## config.mk

```make
export PLATFORM = sky130hd
export DESIGN_NAME = index_bitmap_decoder
export DESIGN_NICKNAME = d
export VERILOG_FILES = /design/src/rtl/index_bitmap_decoder_pkg.sv /design/src/rtl/index_bitmap_decoder_onehot_decoder.sv /design/src/rtl/index_bitmap_decoder.sv
export SDC_FILE = /design/constraint.sdc
export NUM_CORES = 1
export LEC_CHECK = 0
export CAP_MARGIN = 30
export CORE_MARGIN = 2
export CORE_UTILIZATION = 50
export CTS_CLUSTER_SIZE = 12
export DETAILED_ROUTE_END_ITERATION = 8
export GPL_TIMING_DRIVEN = 0
export PLACE_DENSITY = 0.78
export SETUP_SLACK_MARGIN = 0.1
export SLEW_MARGIN = 20
export SYNTH_ARGS = -nofsm -noshare
export SYNTH_HDL_FRONTEND = slang
export SYNTH_SLANG_ARGS = --single-unit
export TNS_END_PERCENT = 5
```

## constraint.sdc

```tcl
create_clock -name clk -period 5.1 [get_ports clk]
set_clock_uncertainty 0.2 [all_clocks]
set_input_delay 1.53 -clock clk [delete_from_list [all_inputs] [get_ports clk]]
set_output_delay 1.53 -clock clk [all_outputs]
set_load 0.05 [all_outputs]
```

## src/rtl/index_bitmap_decoder_pkg.sv

```systemverilog
// Shared types and width helpers for the index-to-bitmap decoder.
// The frame FSM has two states: accumulating beats, and holding a finished frame.
package index_bitmap_decoder_pkg;

  typedef enum logic {
    ACCUM = 1'b0,
    HOLD  = 1'b1
  } state_t;

  // Bits needed to count from 0 up to and including w.
  function automatic int cnt_width(input int w);
    return $clog2(w + 1);
  endfunction

endpackage

```

## src/rtl/index_bitmap_decoder_onehot_decoder.sv

```systemverilog
// Combinational index-to-one-hot decoder.
// An index with no matching bit gives an all-zero vector and in_range_o low.
module onehot_decoder #(
  parameter  int WIDTH = 8,
  localparam int IDX_W = $clog2(WIDTH)
) (
  input  logic [IDX_W-1:0] index_i,
  output logic [WIDTH-1:0] onehot_o,
  output logic             in_range_o
);

  genvar gi;
  generate
    for (gi = 0; gi < WIDTH; gi++) begin : g_bit
      assign onehot_o[gi] = (index_i == IDX_W'(gi));
    end
  endgenerate

  // The index is in range exactly when some bit decoded; this avoids a magnitude compare.
  assign in_range_o = |onehot_o;

endmodule

```

## src/rtl/index_bitmap_decoder.sv

```systemverilog
// Rebuilds a WIDTH-bit bitmap from a stream of encoded indices, one frame per s_last.
// Each finished frame is held with its popcount and dup/err flags until m_ready.
module index_bitmap_decoder
  import index_bitmap_decoder_pkg::*;
#(
  parameter  int WIDTH = 8,
  localparam int IDX_W = $clog2(WIDTH),
  localparam int CNT_W = cnt_width(WIDTH)
) (
  input  logic             clk,
  input  logic             rst_n,
  input  logic [IDX_W-1:0] s_idx,
  input  logic             s_last,
  input  logic             s_valid,
  output logic             s_ready,
  output logic [WIDTH-1:0] m_bitmap,
  output logic [CNT_W-1:0] m_count,
  output logic             m_dup,
  output logic             m_err,
  output logic             m_valid,
  input  logic             m_ready
);

  function automatic logic [CNT_W-1:0] popcount(input logic [WIDTH-1:0] v);
    logic [CNT_W-1:0] cnt;
    cnt = '0;
    for (int i = 0; i < WIDTH; i++) begin
      cnt = cnt + CNT_W'(v[i]);
    end
    return cnt;
  endfunction

  state_t           state_q, state_d;
  logic [WIDTH-1:0] acc_q, acc_d;
  logic             dup_q, dup_d;
  logic             err_q, err_d;
  logic [WIDTH-1:0] m_bitmap_q, m_bitmap_d;
  logic [CNT_W-1:0] m_count_q, m_count_d;
  logic             m_dup_q, m_dup_d;
  logic             m_err_q, m_err_d;

  logic [WIDTH-1:0] onehot;
  logic             in_range;
  logic [WIDTH-1:0] merged;
  logic             beat_dup;
  logic             beat_err;
  logic             accept;

  onehot_decoder #(.WIDTH(WIDTH)) u_onehot (
    .index_i    (s_idx),
    .onehot_o   (onehot),
    .in_range_o (in_range)
  );

  assign merged   = acc_q | onehot;
  assign beat_dup = in_range & (|(acc_q & onehot));
  assign beat_err = ~in_range;
  assign s_ready  = (state_q == ACCUM);
  assign accept   = s_valid & s_ready;

  always_comb begin
    state_d    = state_q;
    acc_d      = acc_q;
    dup_d      = dup_q;
    err_d      = err_q;
    m_bitmap_d = m_bitmap_q;
    m_count_d  = m_count_q;
    m_dup_d    = m_dup_q;
    m_err_d    = m_err_q;
    case (state_q)
      ACCUM: begin
        if (accept) begin
          if (s_last) begin
            // The last beat bypasses the accumulator straight into the output registers.
            m_bitmap_d = merged;
            m_count_d  = popcount(merged);
            m_dup_d    = dup_q | beat_dup;
            m_err_d    = err_q | beat_err;
            acc_d      = '0;
            dup_d      = 1'b0;
            err_d      = 1'b0;
            state_d    = HOLD;
          end else begin
            acc_d = merged;
            dup_d = dup_q | beat_dup;
            err_d = err_q | beat_err;
          end
        end
      end
      HOLD: begin
        if (m_ready) begin
          state_d = ACCUM;
        end
      end
      default: state_d = ACCUM;
    endcase
  end

  always_ff @(posedge clk or negedge rst_n) begin
    if (!rst_n) begin
      state_q    <= ACCUM;
      acc_q      <= '0;
      dup_q      <= 1'b0;
      err_q      <= 1'b0;
      m_bitmap_q <= '0;
      m_count_q  <= '0;
      m_dup_q    <= 1'b0;
      m_err_q    <= 1'b0;
    end else begin
      state_q    <= state_d;
      acc_q      <= acc_d;
      dup_q      <= dup_d;
      err_q      <= err_d;
      m_bitmap_q <= m_bitmap_d;
      m_count_q  <= m_count_d;
      m_dup_q    <= m_dup_d;
      m_err_q    <= m_err_d;
    end
  end

  assign m_valid  = (state_q == HOLD);
  assign m_bitmap = m_bitmap_q;
  assign m_count  = m_count_q;
  assign m_dup    = m_dup_q;
  assign m_err    = m_err_q;

endmodule

```

# Yosys cells after proc, flatten, opt, wreduce, memory -nomap -nowiden
# Cells that the tools add are included.
[totals]
reg_bits = 25
output_inout_bits = 16
elab_cells = 42
[classes]
add_sub_neg = 7
n_eq_ne = 7
mux = 7
bitwise = 8
n_reduce_logical = 5
[ops]
columns = ["op", "n"]
rows = [
  ["4-bit by 1-bit adder with 4-bit output", 4],
  ["8-bit OR reduction", 2],
  ["3-bit == test (second input constant)", 4],
  ["8-bit AND", 1],
  ["8-bit two-way mux", 1],
  ["8-bit bitwise OR", 1],
  ["3-bit by 2-bit == test with 1-bit output (second input constant)", 2],
  ["1-bit two-way mux", 5],
  ["3-bit by 1-bit adder with 4-bit output", 1],
  ["2-bit by 1-bit adder with 3-bit output", 1],
  ["3-bit by 1-bit == test with 1-bit output (second input constant)", 1],
  ["3-bit logical NOT", 1],
  ["3-bit AND reduction", 1],
  ["1-bit by 1-bit adder with 2-bit output", 1],
  ["1-bit AND", 2],
  ["1-bit inverter", 2],
  ["1-bit bitwise OR", 2],
  ["1-bit case mux with 2 select lines", 1],
  ["2-bit AND reduction", 1],
]

# Longest topological paths before layout
[logic_depth]
ltp_word = 9
ltp_mapped = 12
ltp_nobuf = 11

# Modules after synthesis
# From an unflattened synthesis, not the netlist that was laid out.
[unflattened]
hier_cells = 121
area_unflattened_um2 = 1265.0
[by_module_without_submodules]
columns = ["mod", "n_inst", "cells_per_inst", "area_each_um2"]
rows = [
  ["index_bitmap_decoder", 1, 111, 1188.6],
  ["onehot_decoder", 1, 10, 76.3],
]

# Least setup slack after synthesis
# OpenSTA, ideal clock, no wires.
[synth_path]
path_kind = "input to register"
from = "input port s_idx[1]"
to = "register m_count_q[2] (netlist: m_count[2])"
arrival_time_ns = 4.332
required_ns = 4.817
setup_slack_ns = 0.486
path_stages = 12
n_path_buf = 1
cell_sequence = "buf_2 > nor2_1 > a21oi_1 > fa_1 > fa_1 > fa_1 > inv_1 > ha_1 > inv_1 > fa_1 > xor2_1 > o21ai_0"
[synth_between]
elab_chain_len = 9
elab_cells_between_ends = 16
cone_classes = "7 x add/sub; 7 x eq/ne; 1 x bitwise; 1 x reduce/logical"
[synth_rtl]
columns = ["item", "line", "rtl"]
rows = [
  ["start, declared", "index_bitmap_decoder.sv:12", "input logic [IDX_W-1:0] s_idx,"],
  ["3-bit by 1-bit == test with 1-bit output / 3-bit logical NOT (equally long branches)", "index_bitmap_decoder_onehot_decoder.sv:15", "assign onehot_o[gi] = (index_i == IDX_W'(gi));"],
  ["8-bit bitwise OR *", "index_bitmap_decoder.sv:55", "assign merged = acc_q | onehot;"],
  ["1-bit by 1-bit adder with 2-bit output", "index_bitmap_decoder.sv:28", "cnt = cnt + CNT_W'(v[i]);"],
  ["2-bit by 1-bit adder with 3-bit output", "index_bitmap_decoder.sv:28", ""],
  ["3-bit by 1-bit adder with 4-bit output", "index_bitmap_decoder.sv:28", ""],
  ["4-bit by 1-bit adder with 4-bit output (3 in series)", "index_bitmap_decoder.sv:28", ""],
  ["4-bit by 1-bit adder with 4-bit output *", "index_bitmap_decoder.sv:28", ""],
  ["end signal, assigned", "index_bitmap_decoder.sv:115", "m_count_q <= m_count_d;"],
  ["end, declared", "index_bitmap_decoder.sv:38", "logic [CNT_W-1:0] m_count_q, m_count_d;"],
]
# Mark *: on every way between the ends. The rest lies on a longest branch, timed or not.
# A chain may end at the register's enable or synchronous reset.

# Worst setup path after layout
# Same ends and word-level chain as after synthesis.

==> flow_metrics.env <==
export IMPL_status="complete, no violations"
export IMPL_io_pin_count=24
export IMPL_startpoint="s_idx[1]"
export IMPL_powerDensity_mw_per_mm2=350.4
export IMPL_yosys_warnings=0
export IMPL_synth_nets=136
export IMPL_synth_seq_cells=25
export IMPL_regToRegSetupSlack_ps=1530
export IMPL_leakagePower_nw=0.6893
export IMPL_power_w=0.0005226
export IMPL_slew_headroom=0.5149
export IMPL_worstSetupPathDepth=12
export IMPL_cts_tree="yes"
export IMPL_dp_slack_ps=191.0
export IMPL_hpwl_microns=1901
export IMPL_max_clock_freq_mhz=219.0
export IMPL_initial_core_util=0.5405
export IMPL_tightest_slew_ps=725.4
export IMPL_die_area_sq_mm=0.002848
export IMPL_hold_path_class="reg -> reg"
export IMPL_grt_max_degree=17
export IMPL_core_rowCount=17
export IMPL_place_inst=170
export IMPL_clk_pin_slew_worst_paths_ps=130
export IMPL_overflow=0
export IMPL_hold_viol=0
export IMPL_synth_area_leader_cell="dfrtp_1"
export IMPL_cts_hold_buffers_added=0
export IMPL_num_vias=930
export IMPL_cp_end_kind="flip-flop"
export IMPL_syn_instance_count=121
export IMPL_worstPathCellList="buf_2 > nor2_1 > a21oi_1 > fa_1 > fa_1 > fa_1 > inv_1 > ha_1 > inv_1 > fa_1 > xor2_1 > o21ai_0"
export IMPL_ys_seq_area_frac=0.5133
export IMPL_synthFlopType="dfrtp_1"
export IMPL_synthDistinctLibCells=25
export IMPL_drtIter0Drc=11
export IMPL_arrival_ps=4590
export IMPL_synth_edf_count=0
export IMPL_antenna_found_initial=0
export IMPL_drv_slew=0
export IMPL_postCtsSetupRepairBufs=0
export IMPL_h_tree_depth=1
export IMPL_syn_area_sq_mm=0.001219
export IMPL_setup_viol=0
export IMPL_r2r_start="acc_q[3]"
export IMPL_synthesis_area_per_instance_sq_um=10.07
export IMPL_critical_path_endpoint="m_count[2]"
export IMPL_crit_path_frequent_cell="fa_1"
export IMPL_r2r_end="m_count[2]"
export IMPL_vias_per_cell=5.345
export IMPL_critPathMaxStageDelay_ps=570
export IMPL_grt_pass1_vias=934
export IMPL_grt_use_total=0.2037
export IMPL_drv_cap=0
export IMPL_routedWlPerCell_microns=14.04
export IMPL_insertion_delay_ps=300
export IMPL_layout_setup_ws_ps=533.3
export IMPL_rsz0062_at_grt="false"
export IMPL_critPathTopFamily="adder cells"
export IMPL_die_w_microns=53.37
export IMPL_clock_sinks=25
export IMPL_fillers=188
export IMPL_synth_area_leaders="dfrtp_1 51%, o21ai_0 7.4%, fa_1 6.6%, nand2_1 4.6%, a31oi_1 3.6%"
export IMPL_final_net_count=162
export IMPL_slowest_stage="fa_1"
export IMPL_cts_resized=0
export IMPL_gp_congestion=0.7857
export IMPL_ant_nets=0
export IMPL_crit_path_max_fanout=9
export IMPL_setup_tns_ps=0
export IMPL_crit_required_ps=5130
export IMPL_layout_drive_gt1_share=0.08219
export IMPL_fin_crit_sh=0.8954
export IMPL_dr_pass1_iters=4
export IMPL_worstSetupStartpointType="input pin"
export IMPL_io_buffers=20
export IMPL_cp_buffers_inverters=3
export IMPL_drc=0
export IMPL_vdd_drop_max_mv=0.2969
export IMPL_core_sq_mm=0.002255
export IMPL_async_reset_ff_frac=1.000
export IMPL_cts_root_buf="clkbuf_4"
export IMPL_cts_inserted_buffers=3
export IMPL_area_delta_synth_final_pct=22.38
export IMPL_fin_cells=174
export IMPL_synth_top_area_frac=0.5133
export IMPL_wirelength_microns=2443
export IMPL_layout_min_cycle_time_ps=4567
export IMPL_clockBufferDepth=2
export IMPL_grt_pass1_wl_microns=4174
export IMPL_antenna_cells=0
export IMPL_min_path_cells=2
export IMPL_rr_worst_depth=10
export IMPL_die_y_microns=53.37
export IMPL_path_class="in -> reg"
==> cells in the final DEF (no fill, tap or decap), types with 4 or more instances in the layout <==
master	instances
nor2_1	9
a31oi_1	7
fa_1	4
a21oi_1	6
o21ai_0	18
clkbuf_1	4
nand2_1	15
clkdlybuf4s50_1	20
dfrtp_1	25
inv_1	11
==> worst min-delay path, cell delays in order (launching register included) <==
cell,delay [ps]
dfrtp_1,370
nand2_1,40
o21ai_0,60
==> flip-flops by register name, indices dropped and copies added, names as in the netlist <==
signal	flops
acc_q	8
dup_q	1
err_q	1
m_bitmap	8
m_count	4
m_dup	1
m_err	1
m_valid	1
==> cells in the mapped netlist (2+ instances only) <==
cell / count
mux2i_1: 3
ha_1: 3
nand2b_1: 2
mux2_2: 2
buf_2: 2
dfrtp_1: 25
o21ai_0: 18
nor2_1: 9
clkbuf_1: 3
a31oi_1: 7
nand2_1: 15
inv_1: 11
a21oi_1: 6
fa_1: 4
==> layer usage <==
layer  up-vias  share of wire  track usage
met5         -              0            0
met4         0          0.016      0.03846
met3         4          0.047      0.03390
met2        28           0.49       0.3477
met1       444           0.45       0.2732
li1        454              -            -
==> cell families after synthesis <==
| logic type | after synthesis | synth area share |
|---|---|---|
| buffers and inverters | 18 | 0.06674 |
| adders and majority gates | 7 | 0.09652 |
| and+or+nand+nor | 30 | 0.1099 |
| xor gates and xnor gates | 1 | 0.007188 |
| AOI/OAI and AO/OA | 35 | 0.1633 |
| DFF | 25 | 0.5133 |
| muxes | 5 | 0.04312 |
==> power by group <==
group / internal, W / switching (W)
Sequential: 0.000221 / 0.0000134
Clock: 0.0000304 / 0.0000551
Combinational: 0.0000689 / 0.000134
==> final cells by class <==
| class | instances | area [sq um] | share of cell area |
|---|---|---|---|
| Timing Repair Buffer | 21 | 211.5 | 0.1418 |
| Multi-Input combinational cell | 78 | 511.7 | 0.3431 |
| Tap cell | 28 | 35.03 | 0.02349 |
| Sequential cell | 25 | 625.6 | 0.4195 |
| Clock buffer | 4 | 26.28 | 0.01762 |
| Inverter | 11 | 41.29 | 0.02768 |
| Buffer | 7 | 40.04 | 0.02685 |
==> per-stage QoR <==
| stage | utilization | area, sq um | hold WS, ps |
|---|---|---|---|
| CTS | 0.6615 | 1491 | 300.2 |
| detailed placement | 0.6498 | 1465 | 270.2 |
| finish | 0.6615 | 1491 | 292.7 |
| global route | 0.6615 | 1491 | 322.6 |
| global placement | 0.6448 | 1454 | 264.1 |
| floorplan | - | 1219 | 249.4 |
==> worst min-delay path by stage <==
stage | start | slack [ps] | end
floorplan | err_q | 250 | err_q
global placement | m_bitmap[5] | 260 | m_bitmap[5]
detailed placement | m_bitmap[6] | 270 | m_bitmap[6]
CTS | m_bitmap[6] | 300 | m_bitmap[6]
global route | m_bitmap[6] | 320 | m_bitmap[6]
finish | m_bitmap[6] | 290 | m_bitmap[6]
No activity file was read; power rests on OpenSTA's default activity.
